--- config.mk ---
export PLATFORM = sky130hd
export DESIGN_NAME = router_out_arbiter_flat
export DESIGN_NICKNAME = d
export VERILOG_FILES = /design/src/rtl/router_out_arbiter_if.sv /design/src/rtl/router_out_arbiter.sv /design/src/flat_wrapper.sv
export SDC_FILE = /design/constraint.sdc
export NUM_CORES = 1
export LEC_CHECK = 0
export ABC_AREA = 1
export ABC_CLOCK_PERIOD_IN_PS = 5000
export BUFFER_PORTS_ARGS = -buffer_cell sky130_fd_sc_hd__buf_2
export CORE_AREA = 2 2 142 144
export DETAILED_ROUTE_END_ITERATION = 6
export DIE_AREA = 0 0 144 146
export PLACE_DENSITY = 0.63
export SYNTH_ARGS = -nofsm -noshare
export SYNTH_HDL_FRONTEND = slang
export SYNTH_SLANG_ARGS = --single-unit
--- constraint.sdc ---
create_clock -name clk -period 5 [get_ports clk]
set_clock_uncertainty 0.15 [all_clocks]
set_input_delay 1 -clock clk [delete_from_list [all_inputs] [get_ports clk]]
set_output_delay 1 -clock clk [all_outputs]
set_load 0.01 [all_outputs]
--- src/rtl/router_out_arbiter_if.sv ---
// router_out_arbiter_if
//   Bundles the request side and the output side of one router output
//   channel. The arbiter connects through the slave modport. Request
//   sources and the downstream router slice connect through the master
//   modport.
//
//   req_valid/req_head/req_tail : per-input flit valid and packet markers
//   req_flit                    : concatenated flits, input i at [i*FLIT_W +: FLIT_W]
//   req_ready                   : per-input accept, combinational
//   credit_in                   : one-cycle pulse, downstream freed one slot
//   out_valid/out_flit          : registered flit toward the router slice
//   grant_idx                   : current or most recent owner
//   locked                      : multi-flit packet holds the channel
//   credit_cnt                  : available downstream credits
//   error                       : sticky protocol-error flag
interface router_out_arbiter_if #(
  parameter int NUM_IN = 4,
  parameter int FLIT_W = 68
) ();
  localparam int IDX_W = $clog2(NUM_IN);

  logic [NUM_IN-1:0]        req_valid;
  logic [NUM_IN-1:0]        req_head;
  logic [NUM_IN-1:0]        req_tail;
  logic [NUM_IN*FLIT_W-1:0] req_flit;
  logic [NUM_IN-1:0]        req_ready;
  logic                     credit_in;
  logic                     out_valid;
  logic [FLIT_W-1:0]        out_flit;
  logic [IDX_W-1:0]         grant_idx;
  logic                     locked;
  logic [3:0]               credit_cnt;
  logic                     error;

  modport master (
    output req_valid, req_head, req_tail, req_flit, credit_in,
    input  req_ready, out_valid, out_flit, grant_idx, locked, credit_cnt, error
  );

  modport slave (
    input  req_valid, req_head, req_tail, req_flit, credit_in,
    output req_ready, out_valid, out_flit, grant_idx, locked, credit_cnt, error
  );
endinterface

--- src/rtl/router_out_arbiter.sv ---
// router_out_arbiter
//   Shares one FLIT_W-bit output channel among NUM_IN requesters. Packets
//   are granted round-robin among inputs presenting a head flit. Once
//   granted, a packet owns the channel until its tail flit is accepted.
//   A downstream credit counter (BUF_DEPTH slots) gates every accept.
//   Protocol violations set a sticky error flag: a head flit arriving
//   inside an owned packet, or a credit returned while the count is full.
//
//   clk    : rising-edge clock
//   reset  : asynchronous, active-high reset
//   bus    : router_out_arbiter_if.slave (request inputs, req_ready,
//            registered output flit, grant/lock/credit/error status)
module router_out_arbiter #(
  parameter int NUM_IN    = 4,
  parameter int FLIT_W    = 68,
  parameter int BUF_DEPTH = 4
) (
  input  logic                 clk,
  input  logic                 reset,
  router_out_arbiter_if.slave  bus
);
  localparam int         IDX_W      = $clog2(NUM_IN);
  localparam logic [3:0] CREDIT_MAX = 4'(BUF_DEPTH);

  typedef enum logic {
    IDLE   = 1'b0,
    LOCKED = 1'b1
  } state_t;

  state_t            state, state_next;
  logic [IDX_W-1:0]  rr_ptr, rr_ptr_next;
  logic [IDX_W-1:0]  grant, grant_next;
  logic [3:0]        credit, credit_next;
  logic              err, err_next;
  logic              credit_ovf;

  logic [NUM_IN-1:0] ready;
  logic              found;
  logic [IDX_W-1:0]  win;
  logic [IDX_W-1:0]  cand;
  logic [IDX_W-1:0]  sel;
  int                idx;
  logic              sel_head;
  logic              sel_tail;

  logic [FLIT_W-1:0] flits_p0 [NUM_IN];
  logic              vld_p0;
  logic              vld_p1;
  logic [FLIT_W-1:0] flit_p1;

  // Modulo-NUM_IN increment; NUM_IN need not be a power of two.
  function automatic logic [IDX_W-1:0] wrap_inc(input logic [IDX_W-1:0] i);
    if (i == IDX_W'(NUM_IN - 1)) wrap_inc = '0;
    else                         wrap_inc = i + IDX_W'(1);
  endfunction

  // Returns {overflow, next_count}. A returned credit that coincides with
  // a transfer cancels out. A credit returned at a full count saturates
  // and reports overflow. Decrement only happens on a transfer, and a
  // transfer needs a non-zero count, so the count never underflows.
  function automatic logic [4:0] credit_update(input logic [3:0] cnt,
                                               input logic       inc,
                                               input logic       dec);
    credit_update = {1'b0, cnt};
    if (inc && !dec) begin
      if (cnt == CREDIT_MAX) credit_update = {1'b1, cnt};
      else                   credit_update = {1'b0, cnt + 4'd1};
    end else if (!inc && dec) begin
      credit_update = {1'b0, cnt - 4'd1};
    end
  endfunction

  always_comb begin
    for (int i = 0; i < NUM_IN; i++) begin
      flits_p0[i] = bus.req_flit[i*FLIT_W +: FLIT_W];
    end
  end

  // Stage p0: arbitration, accept decision and next-state
  always_comb begin
    ready       = '0;
    found       = 1'b0;
    win         = '0;
    cand        = '0;
    idx         = 0;
    sel         = grant;
    state_next  = state;
    rr_ptr_next = rr_ptr;
    grant_next  = grant;
    err_next    = err;

    // First head-flit requester at or after rr_ptr, wrapping around.
    for (int k = 0; k < NUM_IN; k++) begin
      idx = int'(rr_ptr) + k;
      if (idx >= NUM_IN) idx = idx - NUM_IN;
      cand = IDX_W'(idx);
      if (!found && bus.req_valid[cand] && bus.req_head[cand]) begin
        found = 1'b1;
        win   = cand;
      end
    end

    if (state == IDLE) begin
      sel = win;
      if (found && credit != 4'd0) ready[win] = 1'b1;
    end else begin
      // Only the owner may move while the channel is locked.
      sel = grant;
      if (credit != 4'd0) ready[grant] = 1'b1;
    end

    vld_p0   = |(bus.req_valid & ready);
    sel_head = bus.req_head[sel];
    sel_tail = bus.req_tail[sel];

    if (vld_p0) begin
      grant_next = sel;
      if (state == IDLE) begin
        if (!sel_tail) state_next  = LOCKED;
        else           rr_ptr_next = wrap_inc(sel);
      end else begin
        // A stray head inside a packet is forwarded but flagged.
        if (sel_head) err_next = 1'b1;
        if (sel_tail) begin
          state_next  = IDLE;
          rr_ptr_next = wrap_inc(sel);
        end
      end
    end

    {credit_ovf, credit_next} = credit_update(credit, bus.credit_in, vld_p0);
    if (credit_ovf) err_next = 1'b1;
  end

  // Stage p1: registered output flit and control state
  always_ff @(posedge clk or posedge reset) begin
    if (reset) begin
      state   <= IDLE;
      rr_ptr  <= '0;
      grant   <= '0;
      credit  <= CREDIT_MAX;
      err     <= 1'b0;
      vld_p1  <= 1'b0;
      flit_p1 <= '0;
    end else begin
      state   <= state_next;
      rr_ptr  <= rr_ptr_next;
      grant   <= grant_next;
      credit  <= credit_next;
      err     <= err_next;
      vld_p1  <= vld_p0;
      if (vld_p0) flit_p1 <= flits_p0[sel];
    end
  end

  assign bus.req_ready  = ready;
  assign bus.out_valid  = vld_p1;
  assign bus.out_flit   = flit_p1;
  assign bus.grant_idx  = grant;
  assign bus.locked     = (state == LOCKED);
  assign bus.credit_cnt = credit;
  assign bus.error      = err;
endmodule

--- src/flat_wrapper.sv ---
// flat-port wrapper written by rule: the top's interface ports become plain ports
module router_out_arbiter_flat 
#(
  parameter int NUM_IN    = 4,
  parameter int FLIT_W    = 68,
  parameter int BUF_DEPTH = 4
)
  (clk, reset, bus_req_valid, bus_req_head, bus_req_tail, bus_req_flit, bus_credit_in, bus_req_ready, bus_out_valid, bus_out_flit, bus_grant_idx, bus_locked, bus_credit_cnt, bus_error);
  router_out_arbiter_if #(.NUM_IN(NUM_IN), .FLIT_W(FLIT_W)) bus_i ();
  input  logic clk;
  input  logic reset;
  input wire logic [$bits(bus_i.req_valid)-1:0] bus_req_valid;
  input wire logic [$bits(bus_i.req_head)-1:0] bus_req_head;
  input wire logic [$bits(bus_i.req_tail)-1:0] bus_req_tail;
  input wire logic [$bits(bus_i.req_flit)-1:0] bus_req_flit;
  input wire logic [$bits(bus_i.credit_in)-1:0] bus_credit_in;
  output wire logic [$bits(bus_i.req_ready)-1:0] bus_req_ready;
  output wire logic [$bits(bus_i.out_valid)-1:0] bus_out_valid;
  output wire logic [$bits(bus_i.out_flit)-1:0] bus_out_flit;
  output wire logic [$bits(bus_i.grant_idx)-1:0] bus_grant_idx;
  output wire logic [$bits(bus_i.locked)-1:0] bus_locked;
  output wire logic [$bits(bus_i.credit_cnt)-1:0] bus_credit_cnt;
  output wire logic [$bits(bus_i.error)-1:0] bus_error;
  assign bus_i.req_valid = bus_req_valid;
  assign bus_i.req_head = bus_req_head;
  assign bus_i.req_tail = bus_req_tail;
  assign bus_i.req_flit = bus_req_flit;
  assign bus_i.credit_in = bus_credit_in;
  assign bus_req_ready = bus_i.req_ready;
  assign bus_out_valid = bus_i.out_valid;
  assign bus_out_flit = bus_i.out_flit;
  assign bus_grant_idx = bus_i.grant_idx;
  assign bus_locked = bus_i.locked;
  assign bus_credit_cnt = bus_i.credit_cnt;
  assign bus_error = bus_i.error;
  router_out_arbiter #(.NUM_IN(NUM_IN), .FLIT_W(FLIT_W), .BUF_DEPTH(BUF_DEPTH)) u_core (.clk(clk), .reset(reset), .bus(bus_i));
endmodule
; Word level (Yosys, flattened, before mapping)
; Cells that the tools add are included.
[totals]
regBits = 79
in_bits = 287
out_inout_bits = 81
elab_cells = 114
[op_classes]
addsub = 10
n_lt_le_gt_ge = 14
eq_ne = 3
muxes = 52
n_bitwise = 2
n_reduce_logical = 26
[op_table]
columns = operator, count
row1 = binary-select mux 68 bit (select 2 bit), 1
row2 = two-way mux 68 bit, 2
row3 = less-than comparator 2 x 3 -> 1 bit (second input constant), 7
row4 = two-way mux 1 bit, 21
row5 = binary-select mux 1 bit (select 2 bit), 10
row6 = two-way mux 2 bit, 10
row7 = two-way mux 4 bit, 4
row8 = >= comparator 3 bit (second input constant), 4
row9 = logical AND 1 bit, 12
row10 = two-way mux 5 bit, 2
row11 = nonzero test 2 bit, 4
row12 = subtractor 2 x 1 -> 2 bit (second input constant), 4
row13 = adder 2 x 2 -> 3 bit (second input constant), 2
row14 = logical NOT 1 bit, 5
row15 = adder 4 x 1 -> 4 bit (second input constant), 1
row16 = AND 4 bit, 1
row17 = demux 1 bit (select 2 bit), 2
row18 = equality test 4 x 3 -> 1 bit (second input constant), 1
row19 = >= comparator 2 x 1 -> 1 bit (second input constant), 2
row20 = AND reduction 2 bit, 2
row21 = nonzero test 4 bit, 1
row22 = OR reduction 4 bit, 1
row23 = subtractor 4 x 1 -> 4 bit (second input constant), 1
row24 = adder 2 x 1 -> 3 bit (second input constant), 1
row25 = 6 further kinds, 6

; Depth between registers and ports, before layout
; Gate-level depths: netlist (run 1).
[depth]
word_depth = 31
depth_mapped = 22
ltp_nobuf = 20

; Worst setup path after synthesis (run 1)
; OpenSTA, ideal clock, no wires.
[synth_timing]
path_type = input port to output port
from = input port bus_req_head[0]
to = output port bus_req_ready[2]
t_arrival_ps = 1911
required_ps = 3850
slack_ps = 1939
path_stages = 11
n_path_buf = 0
cell_sequence = nand3_1 nand2_2 nand2_2 nand2_2 nor2_4 nand3b_1 nand2_1 inv_2 nand2_2 nand2_1 and3_1
[synth_via]
elab_chain_cells = 22
elab_cells_between_ends = 34
cone_classes = order compare: 2 / mux: 20 / reduce/logical: 12
[synth_rtl]
columns = element, line_no
row1 = from (decl), flat_wrapper.sv:13  ; input wire logic [$bits(bus_i.req_head)-1:0] bus_req_head;
row2 = binary-select mux 1 bit (select 2 bit), router_out_arbiter.sv:97  ; if (!found && bus.req_valid[cand] && bus.req_head[cand]) begin
row3 = two-way mux 1 bit (implied by the code), router_out_arbiter.sv:97
row4 = logical AND 1 bit, router_out_arbiter.sv:97
row5 = two-way mux 1 bit, router_out_arbiter.sv:97
row6 = logical NOT 1 bit, router_out_arbiter.sv:97
row7 = logical AND 1 bit (2 in a row), router_out_arbiter.sv:97
row8 = two-way mux 1 bit, router_out_arbiter.sv:97
row9 = logical NOT 1 bit, router_out_arbiter.sv:97
row10 = [4 not listed], --
row11 = logical AND 1 bit (2 in a row), router_out_arbiter.sv:97
row12 = two-way mux 2 bit, router_out_arbiter.sv:97
row13 = less-than comparator 2 x 3 -> 1 bit (implied by the code) / >= comparator 2 x 1 -> 1 bit (equally long branches), router_out_arbiter.sv:105  ; if (found && credit != 4'd0) ready[win] = 1'b1;
row14 = logical AND 1 bit (implied by the code), router_out_arbiter.sv:105
row15 = two-way mux 1 bit (implied by the code), router_out_arbiter.sv:105
row16 = demux 1 bit (select 2 bit), --
row17 = two-way mux 4 bit *, router_out_arbiter.sv:105
row18 = two-way mux 4 bit *, router_out_arbiter.sv:103  ; if (state == IDLE) begin
row19 = to (decl), flat_wrapper.sv:17  ; output wire logic [$bits(bus_i.req_ready)-1:0] bus_req_ready;
; Mark *: on every way between the ends. The rest lies on a longest branch, timed or not. The select of a mux whose other input is x is not followed.

; Worst setup path after layout (run 1)
[layout_timing]
from = register u_core.rr_ptr[0]
to = output port bus_req_ready[2]
[layout_via]
elab_chain_cells = 24
elab_cells_between_ends = 57
cone_classes = add/sub: 7 / order compare: 6 / mux: 32 / reduce/logical: 12
[layout_rtl]
columns = element, line_no
row1 = from (decl), router_out_arbiter.sv:31  ; logic [IDX_W-1:0] rr_ptr, rr_ptr_next;
row2 = from (signal assigned), router_out_arbiter.sv:147  ; rr_ptr <= rr_ptr_next;
row3 = branches (longest 22 deep; another with adder 2 x 1 -> 3 bit), --
row4 = two-way mux 4 bit *, router_out_arbiter.sv:105
row5 = two-way mux 4 bit *, router_out_arbiter.sv:103
; Mark *: on every way between the ends. The select of a mux whose other input is x is not followed.

==> results of run 1 <==
## metrics by stage
stage | util | cell area [um2] | power, mW | setup slack (ns)
floorplan | - | 6100 | 5.36 | 1.83
CTS | 0.429 | 8290 | 7.13 | 1.54
detailed placement | 0.414 | 8000 | 6.45 | 1.55
global route | 0.429 | 8290 | 7.77 | 1.34
finish | 0.429 | 8290 | 7.04 | 1.53
global placement | 0.414 | 8000 | 6.38 | 1.56
## routing by layer
layer	wire [um]	track usage
met1	8960	0.238
met3	1570	0.0372
met2	10800	0.348
met4	380	0.0676
met5	0	0
## flip-flops by register name, indices dropped and copies added (netlist names)
signal,flops
u_core.bus.out_flit,68
u_core.bus.credit_cnt,4
u_core.bus.grant_idx,2
u_core.rr_ptr,2
u_core.bus.error,1
u_core.bus.locked,1
u_core.bus.out_valid,1
## logic make-up (layout without fill, tap and decap cells)
family,Yosys count,count (layout)
XOR/XNOR,3,3
AO/OA/AOI/OAI,244,244
adder cells (fa/ha/maj),3,3
other,0,1
flip-flops,79,79
buffers and inverters,122,451
AND/OR/NAND/NOR,386,386
## cell type report
type | instances | share of cell area
Tap cell | 265 | 0.0400
Inverter | 58 | 0.0264
Antenna cell | 1 | 0.000302
Multi-Input combinational cell | 636 | 0.424
Clock buffer | 12 | 0.0297
Timing Repair Buffer | 377 | 0.235
Sequential cell | 79 | 0.239
Clock inverter | 4 | 0.00573
## worst max path at each step
stage / to / cells past startpoint / slack (ns) / startpoint
final: bus_req_ready[2] / 12 / 1.53 / u_core.rr_ptr[0]
after global routing: bus_req_ready[2] / 12 / 1.34 / u_core.rr_ptr[0]
after CTS: bus_req_ready[2] / 12 / 1.54 / u_core.rr_ptr[0]
after detailed placement: u_core.bus.out_flit[15] / 15 / 1.55 / bus_req_valid[2]
after global placement: u_core.bus.out_flit[46] / 15 / 1.56 / bus_req_valid[2]
after floorplan: u_core.bus.credit_cnt[0] / 1 / 1.83 / reset
## layout by cell type (no fill, tap or decap), drive strengths merged
cell type / synthesis / routed
nand3b: 2 / 2
a21boi: 1 / 1
o31ai: 1 / 1
o21ai: 131 / 131
bufinv: 0 / 1
clkbuf: 20 / 12
o22ai: 18 / 18
a21oi: 41 / 41
o211ai: 1 / 1
or2: 54 / 54
a31oi: 15 / 15
ha: 3 / 3
dfrtp: 78 / 78
nor3: 2 / 2
xnor2: 1 / 1
xor2: 2 / 2
inv: 58 / 57
diode: 0 / 1
dfstp: 1 / 1
clkinvlp: 0 / 1
clkinv: 0 / 3
and3: 1 / 1
nand3: 26 / 26
nor2: 112 / 112
o221ai: 36 / 36
buf: 44 / 377
nand4: 9 / 9
nand2: 180 / 180
## critical path, cell delays in order, from the launching register on
cell and delay [ns]:
dfrtp_1 0.61, inv_2 0.19, nand2_2 0.11, nand2_2 0.10, nand3_1 0.10, nand2_1 0.11, nand3b_1 0.19, nand2_1 0.11
inv_2 0.04, nand2_2 0.07, nand2_1 0.06, and3_1 0.16, buf_2 0.14
## power groups by stage
stage	registers, mW	clock network, mW	logic, mW
finish	1.25	0.661	5.13
global route	1.29	0.710	5.76
CTS	1.25	0.686	5.19
detailed placement	1.25	0	5.20
global placement	1.26	0	5.12
floorplan	1.35	0	4.01
==> run metrics, run 1 <==
Final Wtd Congestion 0.845; clock sink count 79; initial antenna violation count 1; DR iter-0 viols 361; CTS buffer count 9; TNS Setup 0 ns; Synth cell types 38; sw frac 0.534; antenna-violating nets left 0; CP Class flop to primary output; main combinational cell family by area after synthesis simple AND/OR/NAND/NOR gates; leakage power total 4.24 nW; required time of the critical path 3.85 ns; power share of the sequential group 0.178; Pwr Density 849 nW/um2; core footprint 19,300 um2; post-synthesis xor/xnor area fraction 0.00431; Hold Crit Start u_core.bus.out_flit[35]; Starting Density 0.316; EDFF count, synth 0; Hold Fails Final Rpt 0; worst-skew pair later-pin latency 0.34 ns; Clock Power Share 0.094; synthesized instance count 837; chip width 144 um; WL final 21,700 um; Final Slew Violations 0; worst-path maximum fanout 11; top post-synthesis cells by count nand2_1 (159), o21ai_0 (119), nor2_1 (106); Finished Layout Cells 1,432; reg-to-reg endpoint u_core.bus.out_flit[15]; area taken by multi-input logic gates 3520 um2; worst hold margin 0.325 ns; Max Clock Freq 0.288 GHz; Synth top area share 0.320; Worst Tran Pin Value 1.02 ns; area grow syn2layout 35.9%; Remaining Overflow, GRT 0; adder-cell share of the synthesized area 0.00615; largest area contributor in the netlist dfrtp_1; Top FF cell, synth dfrtp_1; TritonRoute pass-1 iters 4; Crit path arrival time 2.32 ns; mux cell area share after synthesis 0; htree depth 3; hold endpoint u_core.bus.out_flit[35]; Layout Nets 1,451; R2R depth 15; largest cells by area after synthesis dfrtp_1 (32%), nand2_1 (9.8%), o21ai_0 (9.8%); clock root cell clkbuf_16; #FFs+latches synth 79; Register Area 1980 um2; Mean Syn Cell Area 7.29 um2; Worst Hold Depth 2; Pint 3.28 mW; Compound-Gate Fraction of Synth Area 0.268; RSZ-0062 raised after global routing false; min-delay worst type flop to flop; Via-to-Cell Ratio 4.84; Core Rows 51; Post-CTS Setup Bufs 0; sequential share of the synthesized area 0.324; Mapped Nets 1,127; CTS Hold Buffers Added 0; Netlist Area Pre-Place 6100 um2; drt wl/cell 15.1 um; Total GRT Usage 0.197; outcome finished clean; Final HPWL DP 16,200 um; clock tree buffer depth 2; R2R Setup Slk 1.87 ns; Worst slew margin 0.320; top-count cell post-synth nand2_1; Final Setup Violations 0; largest net degree at the start of global routing 177; FF-to-FF Start u_core.rr_ptr[0]; combinational share of power 0.728; post-CTS sizing 0; crit path capture type primary output; first-pass GRT wire length 32,700 um; Die Ht 146 um; ratio of final minimum period to clock period 0.695; port bufs 367; number of max-cap violations 0; ys async rst share 1.00; Inst Count DP 1,415; filler instances 2,026; Simple-Gate Fraction of Synth Area 0.295; CTS tree yes; vias in the first global route 6,475; io pins 368; time the worst path needs with I/O delays and setup 3.47 ns; share of cells above drive strength 1 0.454; total number of vias 6,934; Psw 3.76 mW; Die ar. 21,000 um2; Synth warnings 0; Worst setup SP type flop; worst IR drop on VDD 0.688 mV; DRC viols 0; CTS clk-pin slew, worst paths 0.05 ns
Note: power is estimated with default switching activity, not from simulation.
==> run 2, diff against run 1 <==
- ABC_AREA: 1 -> 0
- ABC_CLOCK_PERIOD_IN_PS: 5000 -> 2850
- CORE_AREA: 2 2 142 144 -> 2 2 143 145
- DIE_AREA: 0 0 144 146 -> 0 0 145 147
- PLACE_DENSITY: 0.63 -> 0.6
- clock period: 5 -> 2.85 ns (I/O delays scaled with it)
==> run metrics, run 2 <==
top post-synthesis cells by count nand2_1 (211), a21oi_1 (100), dfrtp_1 (78) (was nand2_1 (159), o21ai_0 (119), nor2_1 (106)); Starting Density 0.262 (was 0.316); Worst setup SP type flop (unchanged); port bufs 367 (unchanged); area grow syn2layout 52.1% (was 35.9%); Top Family by Delay on Critical Path compound AO/OA/AOI/OAI gates (was simple AND/OR/NAND/NOR gates); Worst slew margin 0.463 (was 0.320); worst hold margin 0.187 ns (was 0.325 ns); DR iter-0 viols 251 (was 361); vias in the first global route 5,997 (was 6,475); slowest stage cell, crit path dfrtp_1 (unchanged); synthesized instance count 604 (was 837); Core Rows 52 (was 51); worst-skew pair later-pin latency 0.34 ns (about the same); Remaining Overflow, GRT 0 (unchanged); CTS Hold Buffers Added 0 (unchanged); Final Setup Violations 0 (unchanged); drt wl/cell 16.6 um (was 15.1 um); Via-to-Cell Ratio 4.88 (was 4.84); crit path buf inv count 3 (unchanged); htree depth 3 (unchanged); sequential share of the synthesized area 0.380 (was 0.324); number of max-cap violations 0 (unchanged); Final HPWL DP 14,800 um (was 16,200 um); core footprint 19,800 um2 (was 19,300 um2); most frequent cells in the layout buf_2 (367), nand2_1 (211), a21oi_1 (100) (was buf_2 (367), nand2_1 (159), o21ai_0 (119)); io pins 368 (unchanged); antenna diode count 0 (was 1); Total GRT Usage 0.182 (was 0.197); Synth cell types 50 (was 38); crit path capture type primary output (unchanged); WL final 20,600 um (was 21,700 um); Critical Path Max Stage Delay 0.35 ns (was 0.61 ns); largest net degree at the start of global routing 55 (was 177); top-count cell post-synth nand2_1 (unchanged); Synth warnings 0 (unchanged); min-delay worst type input port to asynchronous set/reset pin (was flop to flop); Simple-Gate Fraction of Synth Area 0.180 (was 0.295); Final Slew Violations 0 (unchanged); Mean Syn Cell Area 8.62 um2 (was 7.29 um2); Hold Fails Final Rpt 0 (unchanged); CTS clk-pin slew, worst paths 0.07 ns (was 0.05 ns); Max Clock Freq 0.361 GHz; CP Cell Sequence inv_1 -> ha_2 -> nor3b_4 -> a311oi_2 -> o21ai_2 -> buf_4 -> o22ai_1 -> buf_2 (was inv_2 -> nand2_2 -> nand2_2 -> nand3_1 -> nand2_1 -> nand3b_1 -> nand2_1 -> inv_2 -> nand2_2 -> nand2_1 -> and3_1 -> buf_2); Largest register FFs 68 (unchanged); worst IR drop on VDD 0.492 mV (was 0.688 mV); TNS Setup 0 ns (unchanged); CP Class flop to primary output (unchanged); first-pass GRT wire length 31,000 um (was 32,700 um); Compound-Gate Fraction of Synth Area 0.232 (was 0.268); initial antenna violation count 0 (was 1); TritonRoute pass-1 iters 4 (unchanged); antenna-violating nets left 0 (unchanged); Die ar. 21,300 um2 (was 21,000 um2); Top FF cell, synth dfrtp_1 (unchanged); CTS buffer count 9 (unchanged); CTS tree yes (unchanged); largest cells by area after synthesis dfrtp_1 (37%), nand2_1 (15%), a21oi_1 (9.6%) (was dfrtp_1 (32%), nand2_1 (9.8%), o21ai_0 (9.8%)); DRC viols 0 (unchanged); Crit path arrival time 2.05 ns (was 2.32 ns); Finished Layout Cells 1,237 (was 1,432); clock root cell clkbuf_16 (unchanged); Mapped Nets 894 (was 1,127); total number of vias 6,032 (was 6,934); Final Wtd Congestion 0.940 (was 0.845); required time of the critical path 2.13 ns (was 3.85 ns); worst-path maximum fanout 4 (was 11); EDFF count, synth 0 (unchanged); Inst Count DP 1,215 (was 1,415); Worst Tran Pin Value 0.806 ns (was 1.02 ns); filler instances 2,090 (was 2,026); Netlist Area Pre-Place 5210 um2 (was 6100 um2); chip width 145 um (was 144 um); Die Ht 147 um (was 146 um); Pwr Density 1290 nW/um2 (was 849 nW/um2); clock tree buffer depth 2 (unchanged); #FFs+latches synth 79 (unchanged); leakage power total 4.01 nW (was 4.24 nW); share of cells above drive strength 1 0.489 (was 0.454); ratio of final minimum period to clock period 0.972; Layout Nets 1,252 (was 1,451); post-synthesis xor/xnor area fraction 0.00336 (was 0.00431); time the worst path needs with I/O delays and setup 2.77 ns; adder-cell share of the synthesized area 0.00721 (was 0.00615); main combinational cell family by area after synthesis compound AO/OA/AOI/OAI gates (was simple AND/OR/NAND/NOR gates); outcome finished clean (unchanged); most common cell after layout, fill and taps aside buf_2 (unchanged); mux cell area share after synthesis 0.143 (was 0); ys async rst share 1.00 (unchanged); Synth top area share 0.375 (was 0.320); largest area contributor in the netlist dfrtp_1 (unchanged); clock sink count 79 (unchanged)
## run 2: cell count changes after synthesis, moves of 17 or more
cell,previous run,this run
a21oi_1,41,100
a221o_1,0,49
clkbuf_1,18,35
inv_1,52,8
mux2_2,0,22
mux4_2,0,19
nand2_1,159,211
nand2_2,20,0
nor2_1,106,3
o21ai_0,119,0
o221ai_2,36,0
or2_2,54,0
## run 2: through the flow
step	power, mW	util	area, um2	worst slack, ns
final	10.2	0.399	7930	0.0807
after global routing	11.1	0.399	7930	-0.0285
after CTS	10.1	0.395	7830	0.0263
after detailed placement	8.48	0.375	7440	-0.0828
after global placement	8.39	0.375	7440	-0.0348
after floorplan	6.44	-	5210	0.108
## run 2: metal layers
layer  global-route usage  vias to the layer above  routed length, um
li1                     -                     2889                  -
met4               0.0668                        0                460
met2                0.318                      289              10400
met1                0.217                     2821               8150
met5                    0                        -                  0
met3               0.0463                       33               1580
## run 2: repair_timing
| item | in CTS | in global routing |
|---|---|---|
| gates cloned | 1 | 2 |
| gates resized for setup | 2 | 8 |
| buffers inserted | 1 | 2 |
| pin swaps | 1 | 3 |
| endpoints found under the hold margin | 0 | 0 |
| endpoints found under the setup margin | 55 | 77 |
## run 2: final timing paths
path,start,to,slack [ns],cells past startpoint
min in group clk,u_core.bus.out_flit[43],u_core.bus.out_flit[43],0.35,1
max in group asynchronous,reset,u_core.bus.out_flit[8],1.66,3
setup reg to reg,u_core.bus.credit_cnt[0],u_core.bus.out_flit[26],0.14,11
setup / recovery,u_core.bus.credit_cnt[0],bus_req_ready[1],0.08,8
hold reg to reg,u_core.bus.out_flit[43],u_core.bus.out_flit[43],0.35,1
hold / removal,reset,u_core.bus.out_flit[22],0.19,2
## run 2: cell type report
class | instances | area, um2 | share of cell area
clock buffers | 9 | 225 | 0.0284
clock inverters | 7 | 104 | 0.0131
inverters | 9 | 37.5 | 0.00474
multi-input cells | 463 | 3000 | 0.378
flip-flops and latches | 79 | 1980 | 0.250
well taps | 270 | 338 | 0.0426
repair buffers | 400 | 2250 | 0.283
## run 2: kinds of logic (layout without fill, tap and decap cells)
family / Yosys count / in the layout
muxes: 48 / 48
DFF: 79 / 79
adders and majority gates: 3 / 3
and+or+nand+nor: 234 / 234
xor gates and xnor gates: 2 / 2
buffers and inverters: 62 / 425
AOI/OAI and AO/OA: 176 / 176
## run 2: report_power, final
part,switching (mW),internal [mW],total [mW]
Clock,0.520,0.780,1.30
Sequential,0.366,1.74,2.11
Combinational,3.69,3.13,6.82
==> run 3, diff against run 2 <==
--- a/constraint.sdc
+++ b/constraint.sdc
@@ -3,3 +3,3 @@
 set_input_delay 0.57 -clock clk [delete_from_list [all_inputs] [get_ports clk]]
 set_output_delay 0.57 -clock clk [all_outputs]
-set_load 0.01 [all_outputs]
+set_load 0.05 [all_outputs]
==> run metrics, run 3 (synthesis results as in run 2) <==
FF-to-FF Start u_core.bus.credit_cnt[0] (unchanged); htree depth 3 (unchanged); Total GRT Usage 0.176 (was 0.182); CTS clk-pin slew, worst paths 0.07 ns (about the same); DR WL met2 9640 um (was 10,400 um); clock root cell clkbuf_16 (unchanged); initial antenna violation count 2 (was 0); number of max-cap violations 0 (unchanged); Worst setup SP type flop (unchanged); CTS tree yes (unchanged); DRC viols 0 (unchanged); worst IR drop on VDD 0.765 mV (was 0.492 mV); Via-to-Cell Ratio 4.90 (was 4.88); Worst Setup SP u_core.bus.credit_cnt[0] (unchanged); Die ar. 21,300 um2 (unchanged); chip width 145 um (unchanged); io pins 368 (unchanged); Pwr Density 1500 nW/um2 (was 1290 nW/um2); TritonRoute pass-1 iters 5 (was 4); R2R Setup Slk 0.14 ns (about the same); CTS buffer count 9 (unchanged); Die Ht 147 um (unchanged); min-delay worst type input port to asynchronous set/reset pin (unchanged); most common cell after layout, fill and taps aside buf_2 (unchanged); worst-path maximum fanout 3 (was 4); fin area 8040 um2 (was 7930 um2); Largest register FFs 68 (unchanged); area grow syn2layout 54.3% (was 52.1%); most frequent cells in the layout buf_2 (364), nand2_1 (211), a21oi_1 (100) (was buf_2 (367), nand2_1 (211), a21oi_1 (100)); share of cells above drive strength 1 0.497 (was 0.489); Highest Signal Layer met4 (unchanged); drt wl/cell 15.8 um (was 16.6 um); largest net degree at the start of global routing 74 (was 55); reg-to-reg endpoint u_core.bus.out_flit[4] (was u_core.bus.out_flit[26]); Total Power 12.1 mW (was 10.2 mW); leakage power total 4.06 nW (was 4.01 nW); Metal-1 WL 8000 um (was 8150 um); filler instances 2,004 (was 2,090); Remaining Overflow, GRT 0 (unchanged); Finished Layout Cells 1,245 (was 1,237); DR iter-0 viols 307 (was 251); outcome finished clean (unchanged); Final HPWL DP 15,000 um (was 14,800 um); Final Slew Violations 0 (unchanged); worst hold margin 0.162 ns (was 0.187 ns); total number of vias 6,097 (was 6,032); R2R depth 11 (unchanged); worst-skew pair later-pin latency 0.34 ns (about the same); Worst Tran Pin Value 0.709 ns (was 0.806 ns); RSZ-0062 raised after global routing false; post-place instance area 7620 um2 (was 7440 um2); vias in the first global route 5,932 (was 5,997); clock tree buffer depth 2 (unchanged); fin util 0.405 (was 0.399); time the worst path needs with I/O delays and setup 2.75 ns (was 2.77 ns); required time of the critical path 2.13 ns (about the same); Layout Nets 1,258 (was 1,252); Crit path arrival time 2.03 ns (was 2.05 ns); crit path capture type primary output (unchanged); core footprint 19,800 um2 (unchanged); Final Setup Violations 0 (unchanged); clock sink count 79 (unchanged); Core Rows 52 (unchanged); ratio of final minimum period to clock period 0.966 (was 0.972); Max Clock Freq 0.363 GHz (was 0.361 GHz); first-pass GRT wire length 30,300 um (was 31,000 um); port bufs 367 (unchanged); Final Wtd Congestion 0.878 (was 0.940); Hold Fails Final Rpt 0 (unchanged); Starting Density 0.262 (unchanged); Worst slew margin 0.528 (was 0.463); WL final 19,700 um (was 20,600 um); met3 routed WL 1510 um (was 1580 um); end of the critical path bus_req_ready[1] (unchanged); CP Class flop to primary output (unchanged); antenna-violating nets left 0 (unchanged); Inst Count DP 1,224 (was 1,215)
[run 3: changes by cell type in the layout (fill, tap and decap cells not counted), sizes merged]
cell,previous run,this run
clkinv,1,5
inv,11,8
diode,0,2
bufinv,2,3
buf,398,404
clkinvlp,2,0
[run 3: metal layers]
metal / up-vias / track usage
met5: - / 0
met4: 0 / 0.0683
met1: 2845 / 0.214
li1: 2913 / -
met3: 33 / 0.0435
met2: 306 / 0.300
[run 3: timing repair]
action,CTS,global route
cloned,0,1
hold buffers,0,0
resized for setup,3,3
setup endpoints to repair,2,22
pin swaps,0,1
setup buffers,0,2
[run 3: report_power, final]
part | switching [mW] | internal [mW] | total, mW | leakage, nW
clock | 0.487 | 0.859 | 1.35 | 0.170
sequential | 0.357 | 1.74 | 2.10 | 0.951
combinational | 5.39 | 3.22 | 8.61 | 2.94
[run 3: per-stage QoR]
step | worst slack, ns | setup TNS (ns)
after global routing | 0.00747 | 0
after detailed placement | -0.0594 | -0.685
final | 0.0964 | 0
after CTS | 0.0296 | 0
after floorplan | -0.0690 | -0.327
after global placement | -0.0516 | -0.413
[run 3: area by class of cell]
type                       count  area, um2  share of cell area
clock inverter                 7        121              0.0151
tap                          270        338              0.0420
inverter                       9       37.5             0.00467
clock buffer                   9        225              0.0280
multi-input combinational    463       3040               0.378
antenna                        2       5.00            0.000623
timing repair buffer         406       2300               0.286
sequential                    79       1980               0.246
[run 3: how the worst min path moves through the flow]
stage               cells past startpoint  slack (ns)        startpoint                 endpoint
floorplan                               1        0.35  u_core.rr_ptr[0]         u_core.rr_ptr[0]
global placement                        2        0.33  u_core.bus.error         u_core.bus.error
detailed placement                      2        0.33  u_core.bus.error         u_core.bus.error
CTS                                     2        0.18             reset  u_core.bus.out_flit[26]
global route                            2        0.22             reset  u_core.bus.out_flit[26]
finish                                  2        0.16             reset  u_core.bus.out_flit[26]
[run 3: critical path: stages (launching register included)]
cell and delay [ns]:
dfrtp_2 0.36, inv_2 0.05, ha_4 0.16, nor3b_4 0.16, buf_4 0.16, or3_1 0.32, buf_4 0.16, o22ai_2 0.11
buf_4 0.22
